$ cat src/rtl/axis_fifo_rd_master.sv
// Drains a FIFO read port into an AXI-Stream master, with tlast on every PKT_LEN-th beat.
// Latency: first beat appears 2 cycles after the FIFO turns non-empty; sustains 1 beat/cycle.
// Backpressure: a 3-entry buffer absorbs the read latency, so fifo_rd_en never depends on tready.
module axis_fifo_rd_master #(
   parameter int FIFO_WIDTH = 32,
   parameter int PKT_LEN    = 16
) (
   input  logic                  clk,
   input  logic                  rst,
   input  logic                  fifo_empty,
   input  logic [FIFO_WIDTH-1:0] fifo_rd_data,
   output logic                  fifo_rd_en,
   input  logic                  m_axis_tready,
   output logic                  m_axis_tvalid,
   output logic [FIFO_WIDTH-1:0] m_axis_tdata,
   output logic                  m_axis_tlast,
   output logic [1:0]            buf_level
);

   // The beat counter needs at least one bit, even when every beat is a last beat.
   localparam int CNT_W = (PKT_LEN > 1) ? $clog2(PKT_LEN) : 1;
   localparam logic [CNT_W-1:0] LAST_CNT = CNT_W'(PKT_LEN - 1);

   logic [FIFO_WIDTH-1:0] buf_mem [3];
   logic [1:0]            wr_ptr;
   logic [1:0]            rd_ptr;
   logic [1:0]            occ;
   logic                  inflight;
   logic [CNT_W-1:0]      beat_cnt;

   logic                  pop;
   logic [2:0]            fill;
   logic [2:0]            occ_next;
   logic [FIFO_WIDTH-1:0] head_dat;

   // Advance a mod-3 pointer.
   function automatic logic [1:0] ptr_inc(input logic [1:0] p);
      return (p == 2'd2) ? 2'd0 : p + 2'd1;
   endfunction

   // Words already buffered plus the one in flight are the committed slots; issue
   // a read only while a slot remains, so capture can never find the buffer full.
   assign fill       = {1'b0, occ} + {2'b00, inflight};
   assign fifo_rd_en = !rst && !fifo_empty && (fill < 3'd3);

   assign m_axis_tvalid = (occ != 2'd0);
   assign pop           = m_axis_tvalid && m_axis_tready;
   assign occ_next      = fill - {2'b00, pop};
   assign m_axis_tlast  = m_axis_tvalid && (beat_cnt == LAST_CNT);
   assign m_axis_tdata  = head_dat;
   assign buf_level     = occ;

   // Select the buffer head; the read pointer only ever holds 0..2.
   always_comb begin
      head_dat = buf_mem[2];
      case (rd_ptr)
         2'd0:    head_dat = buf_mem[0];
         2'd1:    head_dat = buf_mem[1];
         default: head_dat = buf_mem[2];
      endcase
   end

   // Capture the word returned by last cycle's read into the slot at wr_ptr.
   always_ff @(posedge clk or posedge rst) begin
      if (rst) begin
         for (int i = 0; i < 3; i++) begin
            buf_mem[i] <= '0;
         end
         wr_ptr <= 2'd0;
      end else if (inflight) begin
         buf_mem[wr_ptr] <= fifo_rd_data;
         wr_ptr          <= ptr_inc(wr_ptr);
      end
   end

   // Track the outstanding read and the buffer occupancy; capture and pop in the
   // same cycle cancel out.
   always_ff @(posedge clk or posedge rst) begin
      if (rst) begin
         inflight <= 1'b0;
         occ      <= 2'd0;
      end else begin
         inflight <= fifo_rd_en;
         occ      <= occ_next[1:0];
      end
   end

   // Retire the head on each handshake and count beats within the packet.
   always_ff @(posedge clk or posedge rst) begin
      if (rst) begin
         rd_ptr   <= 2'd0;
         beat_cnt <= '0;
      end else if (pop) begin
         rd_ptr   <= ptr_inc(rd_ptr);
         beat_cnt <= m_axis_tlast ? '0 : beat_cnt + 1'b1;
      end
   end

   // The issue rule keeps the buffer from ever being over-committed.
   assert property (@(posedge clk) disable iff (rst) occ_next <= 3'd3);

endmodule

$ cat config.mk
export PLATFORM = sky130hd
export DESIGN_NAME = axis_fifo_rd_master
export DESIGN_NICKNAME = d
export VERILOG_FILES = /design/src/rtl/axis_fifo_rd_master.sv
export SDC_FILE = /design/constraint.sdc
export NUM_CORES = 1
export LEC_CHECK = 0
export BUFFER_PORTS_ARGS = -buffer_cell sky130_fd_sc_hd__buf_2
export CAP_MARGIN = 5
export CORE_ASPECT_RATIO = 0.5
export CORE_MARGIN = 8
export CORE_UTILIZATION = 45
export DETAILED_ROUTE_END_ITERATION = 7
export PLACE_DENSITY = 0.68
export SYNTH_ARGS = -nofsm -noshare
export SYNTH_HDL_FRONTEND = slang
export SYNTH_SLANG_ARGS = --single-unit
export TNS_END_PERCENT = 5
$ cat constraint.sdc
create_clock -name clk -period 3 [get_ports clk]
set_input_delay 0.15 -clock clk [delete_from_list [all_inputs] [get_ports clk]]
set_output_delay 0.15 -clock clk [all_outputs]
set_load 0.005 [all_outputs]
== Yosys cells after proc, flatten, opt, wreduce, memory -nomap -nowiden ==
Index checks and enable logic that the tools add are counted.

* $add $sub $neg: 5
* Order comparisons: 3
* Equal/unequal tests: 4
* Muxes and demuxes: 7
* Bitwise logic cells: 1
* Reduce and logical (&&, ||, !) cells: 9

{| class="wikitable"
|+ Operators by type and width
! kind !! count
|-
| 96-bit bitwise mux || 1
|-
| 32-bit demux with 2-bit select || 1
|-
| 32-bit one-hot mux with 2 select lines || 1
|-
| 32-bit two-way mux || 1
|-
| 1-bit logical AND || 5
|-
| 2-bit by 1-bit adder with 2-bit output, second input constant || 2
|-
| 4-bit by 1-bit adder with 4-bit output, second input constant || 1
|-
| 2-bit equality test, second input constant || 2
|-
| 4-bit equality test, second input constant || 1
|-
| 2-bit two-way mux || 2
|-
| 4-bit two-way mux || 1
|-
| 2-bit by 1-bit adder with 3-bit output || 1
|-
| 3-bit >= comparator, second input constant || 1
|-
| 3-bit by 1-bit less-than comparator with 1-bit output, second input constant || 1
|-
| 3-bit by 2-bit less-than comparator with 1-bit output, second input constant || 1
|-
| 2-bit NOT with 3-bit output || 1
|-
| 2-bit by 1-bit equality test with 1-bit output, second input constant || 1
|-
| 1-bit logical NOT || 2
|-
| 2-bit logical NOT || 1
|-
| 2-bit nonzero test || 1
|-
| 2-bit by 1-bit subtractor with 2-bit output || 1
|}

* Bits in registers: 107
* Output and inout port bits: 37
* Logic and storage cells: 37

== Logic depth before layout (Yosys ltp) ==
Gate-level depths: netlist of the first run.

* Word-level depth: 6
* Depth in mapped cells: 5

== Worst setup path after synthesis of the first run ==
No wires, ideal clock.

* Path kind: register -> register
* Start point: reg occ[0], in the netlist buf_level[0]
* End point: reg inflight
* Library setup time: 180 ps
* Data arrival time: 1429 ps
* Required time: 2820 ps
* Path slack: 1391 ps
* Cell stages (with the launch flop): 4
* Buffers on the path: 0
* Cells stage by stage: dfrtp_1 ha_1 ha_1 a2111oi_0

* Cells in the longest elaborated chain, start to end: 3

{| class="wikitable"
|+ Ends and longest elaborated chain
! what !! RTL line !! text
|-
| start: declaration || 27 || <nowiki>logic [1:0] occ;</nowiki>
|-
| start signal: assignment || 84 || <nowiki>occ <= occ_next[1:0];</nowiki>
|-
| 2-bit by 1-bit adder with 3-bit output || 43 || <nowiki>assign fill = {1'b0, occ} + {2'b00, inflight};</nowiki>
|-
| 3-bit by 2-bit less-than comparator with 1-bit output || 44 || <nowiki>assign fifo_rd_en = !rst && !fifo_empty && (fill < 3'd3);</nowiki>
|-
| 1-bit logical AND || 44 ||
|-
| named net fifo_rd_en || 12 || <nowiki>output logic fifo_rd_en,</nowiki>
|-
| end signal: assignment || 83 || <nowiki>inflight <= fifo_rd_en;</nowiki>
|-
| end: declaration || 28 || <nowiki>logic inflight;</nowiki>
|}

The timed path passes the listed nets, and every way through them passes these cells.
A chain may end at the register's enable or synchronous reset.

== Worst setup path in the final report of the first run ==
* Start point: reg occ[0], in the netlist buf_level[0]
* End point: out fifo_rd_en

* Cells in the longest elaborated chain, start to end: 3

{| class="wikitable"
|+ Ends and longest elaborated chain
! what !! RTL line
|-
| 2-bit by 1-bit adder with 3-bit output || 43
|-
| 3-bit by 2-bit less-than comparator with 1-bit output || 44
|-
| 1-bit logical AND || 44
|-
| end: declaration || 12
|}

Every way passes these cells.

==> results of run 1 <==
## layout by cell type, fill, tap and decap left out, types with 2 or more instances in the layout
cell type | netlist | final
nand2_1 | 39 | 39
clkinv_4 | 0 | 3
ha_1 | 4 | 4
mux2i_1 | 32 | 32
dfrtp_1 | 107 | 105
mux2_4 | 30 | 30
dlygate4sd3_1 | 0 | 2
mux2_2 | 66 | 66
buf_2 | 11 | 72
a21o_1 | 2 | 2
clkbuf_16 | 0 | 9
buf_4 | 0 | 4
o21ai_0 | 37 | 37
dfrtp_2 | 0 | 2
buf_12 | 0 | 2
inv_1 | 6 | 5
## registers in the layout, summed over array words and instances (netlist names)
| register | flops |
|---|---|
| beat_cnt | 4 |
| buf_level | 2 |
| buf_mem | 96 |
| inflight | 1 |
| rd_ptr | 2 |
| wr_ptr | 2 |
## layout make-up
cell class | instances | area, µm² | area share, %
clock buffers | 9 | 225 | 3.98
repair buffers | 80 | 450 | 7.96
multi-input cells | 223 | 2020 | 35.7
flip-flops and latches | 107 | 2680 | 47.4
inverters | 7 | 28.8 | 0.509
clock inverters | 7 | 77.6 | 1.37
well taps | 140 | 175 | 3.10
## cells by family after synthesis
logic type | count (synthesis)
xor gates and xnor gates | 2
adders and majority gates | 4
buffers and inverters | 28
and+or+nand+nor | 45
muxes | 128
AOI/OAI and AO/OA | 44
DFF | 107
## power breakdown
| group | internal [W] | switching, W |
|---|---|---|
| clock network | 0.000653 | 0.000538 |
| registers | 0.00218 | 0.000524 |
| logic | 0.00139 | 0.000896 |
| total | 0.00422 | 0.00196 |
## timing repair
action / 4_1_cts / 5_1_grt
setup endpoints to repair: 0 / 0
hold endpoints to repair: 50 / 0
hold buffers: 2 / 0
## worst register-to-register path, stage by stage (launching register included)
cell and delay (ns):
dfrtp_1 0.42, inv_2 0.08, or3_2 0.91, mux2_4 0.47
## per-layer routing
layer / up-vias / routed length, µm / track usage, %
met2: 45 / 4490 / 23.4
met1: 1455 / 4320 / 16.4
li1: 1401 / - / -
met4: 2 / 113 / 4.50
met3: 11 / 447 / 4.60
met5: - / 11 / 0
## through the flow
step | std cells | util [%] | power [W]
2_1_floorplan | 358 | - | 0.00422
3_3_place_gp | 555 | 51.7 | 0.00498
3_5_place_dp | 555 | 51.7 | 0.00507
4_1_cts | 573 | 54.9 | 0.00630
5_1_grt | 573 | 54.9 | 0.00666
6_report | 573 | 54.9 | 0.00618
## worst paths after layout
check                                   startpoint                      end  slack, ns  cells after the start
setup / recovery            buf_level[0]$_DFF_PP0_               fifo_rd_en       0.79                      4
hold / removal                    fifo_rd_data[28]  buf_mem[28]$_DFFE_PP0P_       0.05                      2
setup reg to reg                inflight$_DFF_PP0_  buf_mem[27]$_DFFE_PP0P_       1.01                      3
hold reg to reg            beat_cnt[3]$_DFFE_PP0P_  beat_cnt[3]$_DFFE_PP0P_       0.50                      1
max in group asynchronous                      rst  buf_mem[94]$_DFFE_PP0P_       1.79                      4
min in group asynchronous                      rst   buf_level[0]$_DFF_PP0_       0.45                      3
==> impl_metrics.json, run 1 <==
{
  "cts_resized": 0,
  "rsz0062_at_grt": "false",
  "synth_xor_area_share_pct": 0.363,
  "grt_pass1_wl_um": 15700,
  "grt_pass1_vias": 3210,
  "end_kind": "output pin",
  "start_kind": "flip-flop",
  "crit_chain": "ha_1 > ha_1 > a2111oi_0 > buf_2",
  "slowest_stage": "a2111oi_0",
  "cp_common_cell": "ha_1",
  "fin_ws_ns": 0.794,
  "std_cell_rows": 26,
  "fill_cells": 844,
  "hp-class": "input pin to flip-flop",
  "drive_gt1_share_pct": 45.7,
  "nets": 468,
  "synth_edf_count": 0,
  "vias_per_cell": 5.09,
  "syn_avg_cell_area_um2": 13.5,
  "fmax_mhz": 453,
  "synthCells": 358,
  "relSlewSlack_pct": 29.3,
  "post-cts-setup-buffer-count": 0,
  "core-area_um2": 10300,
  "ant_nets": 0,
  "ys_seq_area_share_pct": 55.5,
  "grt_max_degree": 53,
  "fin_skew_ns": 0.00972,
  "cts-root-buf": "clkbuf_16",
  "wl_per_cell_um": 16.4,
  "synth_area_leaders": "dfrtp_1 55%, mux2_2 15%, mux2_4 9.3%",
  "hpwl_um": 6190,
  "synth_top_family_by_area": "multiplexers",
  "synth-simple-area-share_pct": 3.89,
  "cp_slowest_stage_delay_ns": 0.55,
  "area_delta_synth_final_pct": 17.2,
  "synthesis.nets": 398,
  "power.leakage_nw": 2.66,
  "crit_fanout": 5,
  "worstSkewPairLatency_ns": 0.35,
  "drtPass1Iterations": 4,
  "yosysWarnings": 0,
  "status": "completed",
  "preCtsSetupSlack_ns": 1.01,
  "start_util_pct": 46.8,
  "ios": 73,
  "drv_cap": 0,
  "finalHoldViolCount": 0,
  "path_class": "flip-flop to output pin",
  "setup_viol": 0,
  "crit_arrival_ns": 2.06,
  "synth-main-ff-cell": "dfrtp_1",
  "worstMarginPinSlew_ns": 1.06,
  "tns_ns": 0,
  "dieArea_um2": 14500,
  "cp.required_ns": 2.85,
  "routed_wl_um": 9390,
  "crit_family": "compound AO/OA/AOI/OAI gates",
  "drc": 0,
  "slew_viol_final": 0,
  "drt_iter0_drc": 93,
  "synth_area_leader_cell": "dfrtp_1",
  "period_minus_slack_ns": 2.21,
  "syn-cell-area_um2": 4830,
  "antenna-diode-count": 0,
  "synthArstFlopShare_pct": 100,
  "synth_compound_area_share_pct": 4.93,
  "cts.sinks": 107,
  "peakVddDrop_mv": 0.396,
  "synth_most_common_cell": "dfrtp_1",
  "groute.usage.overall_pct": 13.8,
  "htree_levels": 3,
  "die_h_um": 89.2,
  "ys_ff_latch": 107,
  "die_x_um": 162,
  "crit_buf_inv": 1,
  "cts_buffers": 9,
  "cts_tree": "done",
  "synth_common_cells": "107 x dfrtp_1, 66 x mux2_2, 39 x nand2_1",
  "dpl-instance-area_um2": 5330,
  "muxShareOfSynthArea_pct": 31.4,
  "vias": 2914,
  "fin_hold_ws_ns": 0.0516,
  "cts_buffer_depth": 2,
  "io_buffers": 72,
  "clk_pin_slew_ns": 0.08,
  "power.density_nw_per_um2": 1090,
  "gp_congestion": 0.715,
  "synthAdderAreaFrac_pct": 1.04,
  "synthDominantCellAreaShare_pct": 55.5,
  "antenna_found_initial": 1,
  "yosysUniqueCellTypes": 25,
  "stdcell_area_um2": 5660,
  "gr-total-overflow": 0,
  "fin_crit_sh_pct": 73.5
}
Power figures use the tool's default switching activity.
==> run 2, diff against run 1 <==
--- a/config.mk
+++ b/config.mk
@@ -11,7 +11,7 @@
 export CORE_MARGIN = 8
 export CORE_UTILIZATION = 45
 export DETAILED_ROUTE_END_ITERATION = 7
-export PLACE_DENSITY = 0.68
+export PLACE_DENSITY = 0.65
 export SYNTH_ARGS = -nofsm -noshare
 export SYNTH_HDL_FRONTEND = slang
 export SYNTH_SLANG_ARGS = --single-unit
==> constraint.sdc (replaced) <==
create_clock -name clk -period 2.2 [get_ports clk]
set_input_delay 0.11 -clock clk [delete_from_list [all_inputs] [get_ports clk]]
set_output_delay 0.11 -clock clk [all_outputs]
set_load 0.005 [all_outputs]
==> run 2 against run 1 <==
  * Flip-flop and latch count is the same
  * Final cell count grew 1.2%
  * Die area is the same
  * Worst setup slack lost 0.62 ns
  * Combinational power grew 41%
  * First-iteration DRC count grew 48%
  * Sequential share of layout area shrank 0.47 points
  * Largest cell class unchanged
  * Largest power group unchanged
  * Highest routed layer unchanged
==> impl_metrics.json, run 2 (synthesis gave the netlist of run 1 again) <==
{
  "cts.sinks": 107,
  "ios": 73,
  "crit_fanout": 4,
  "drc": 0,
  "hold_start": "fifo_rd_data[17]",
  "grt_pass1_wl_um": 15900,
  "start_kind": "flip-flop",
  "path_class": "flip-flop to output pin",
  "wl_per_cell_um": 16.1,
  "nets": 475,
  "status": "completed",
  "vias_per_cell": 5.08,
  "grt_pass1_vias": 3174,
  "hp-class": "input pin to flip-flop",
  "power.leakage_nw": 2.68,
  "hpwl_um": 6510,
  "post-cts-setup-buffer-count": 0,
  "preCtsSetupSlack_ns": 0.513,
  "gr-total-overflow": 0,
  "io_buffers": 72,
  "antenna_found_initial": 1,
  "largest_reg_flops": 96,
  "worstSkewPairLatency_ns": 0.34,
  "timing.rr.start": "inflight$_DFF_PP0_",
  "groute.usage.overall_pct": 13.9,
  "cts_buffers": 9,
  "r2r_slack_ns": 0.50,
  "relSlewSlack_pct": 62.3,
  "peakVddDrop_mv": 0.520,
  "tns_ns": 0,
  "setup_viol": 0,
  "antenna-diode-count": 0,
  "crit_arrival_ns": 1.91,
  "layout_commonest_cell": "dfrtp_1",
  "core-area_um2": 10300,
  "start_util_pct": 46.8,
  "fin_skew_ns": 0.00811,
  "r2r-end": "buf_mem[24]$_DFFE_PP0P_",
  "grt_max_degree": 55,
  "final_cell_mix": "105 x dfrtp_1, 72 x buf_2, 66 x mux2_2",
  "routed_wl_um": 9340,
  "fin_ws_ns": 0.178,
  "min_path_cells": 2,
  "drtPass1Iterations": 4,
  "cts_tree": "done",
  "end_kind": "output pin",
  "rr_worst_depth": 4,
  "drv_cap": 0,
  "cp-startpoint": "inflight$_DFF_PP0_",
  "gp_congestion": 0.764,
  "fin_crit_sh_pct": 91.9,
  "period_minus_slack_ns": 2.02,
  "drt_iter0_drc": 138,
  "drive_gt1_share_pct": 46.6,
  "die_h_um": 89.2,
  "max_flop_register": "buf_mem",
  "rsz0062_at_grt": "false",
  "worstMarginPinSlew_ns": 0.565,
  "clk_pin_slew_ns": 0.07,
  "dieArea_um2": 14500,
  "htree_levels": 3,
  "fmax_mhz": 495,
  "vias": 2947,
  "slew_viol_final": 0,
  "cts-root-buf": "clkbuf_16",
  "cts_buffer_depth": 2,
  "hold_path_end": "buf_mem[17]$_DFFE_PP0P_",
  "ant_nets": 0,
  "die_x_um": 162,
  "top_regs": "buf_mem: 96 flops, beat_cnt: 4 flops",
  "power.density_nw_per_um2": 1460,
  "area_delta_synth_final_pct": 18.4,
  "finalHoldViolCount": 0,
  "std_cell_rows": 26,
  "cp.required_ns": 2.09
}
[run 2: cell types whose count changed in the layout (fill, tap and decap cells not counted)]
| cell | change |
|---|---|
| inv_6 | -1 |
| clkinvlp_4 | +2 |
| buf_12 | +2 |
| clkinv_4 | +1 |
| buf_4 | +5 |
| bufinv_16 | -1 |
| inv_4 | -1 |
[run 2: metal layers]
| metal | wire (µm) | share of wire (%) | vias to the layer above | track usage [%] |
|---|---|---|---|---|
| met5 | 10 | 0.11 | - | 0 |
| met4 | 94 | 1.0 | 2 | 4.00 |
| met3 | 451 | 4.8 | 10 | 4.73 |
| met2 | 4320 | 46 | 45 | 22.6 |
| met1 | 4460 | 48 | 1475 | 17.5 |
| li1 | - | - | 1415 | - |
[run 2: power breakdown]
group          switching, W  internal, W  total, W
sequential         0.000644      0.00297   0.00362
combinational       0.00130      0.00193   0.00323
clock              0.000716     0.000773   0.00149
total               0.00266      0.00568   0.00834
[run 2: metrics by stage]
stage / hold WS (ns) / std cells / total power, W / util (%) / area [µm²]
after global routing: 0.00868 / 580 / 0.00902 / 55.4 / 5710
final: 0.0205 / 580 / 0.00834 / 55.4 / 5710
after floorplan: 0.234 / 358 / 0.00576 / - / 4830
after detailed placement: 0.207 / 562 / 0.00697 / 52.5 / 5410
after CTS: 0.00471 / 580 / 0.00850 / 55.4 / 5710
after global placement: 0.209 / 562 / 0.00685 / 52.5 / 5410
[run 2: how the worst max path moves through the flow]
| stage | endpoint | slack [ns] |
|---|---|---|
| 2_1_floorplan | inflight$_DFF_PP0_ | 0.59 |
| 3_3_place_gp | fifo_rd_en | 0.53 |
| 3_5_place_dp | buf_mem[24]$_DFFE_PP0P_ | 0.51 |
| 4_1_cts | fifo_rd_en | 0.14 |
| 5_1_grt | fifo_rd_en | 0.04 |
| 6_report | fifo_rd_en | 0.18 |
[run 2: area by class of cell]
cell class                 count  area, µm²
fill                         882       4600
multi-input combinational    223       2020
tap                          140        175
inverter                       7       30.0
sequential                   107       2680
timing repair buffer          87        528
clock inverter                 7       55.1
clock buffer                   9        225
[run 2: repair_timing]
item,4_1_cts,5_1_grt
endpoints found under the hold margin,22,0
hold buffers,2,0
gates resized for setup,0,0
[run 2: critical path, stage by stage (launching register included)]
cell and delay, ns:
dfrtp_1 0.43, ha_1 0.21, ha_1 0.29, a2111oi_0 0.44, buf_2 0.20
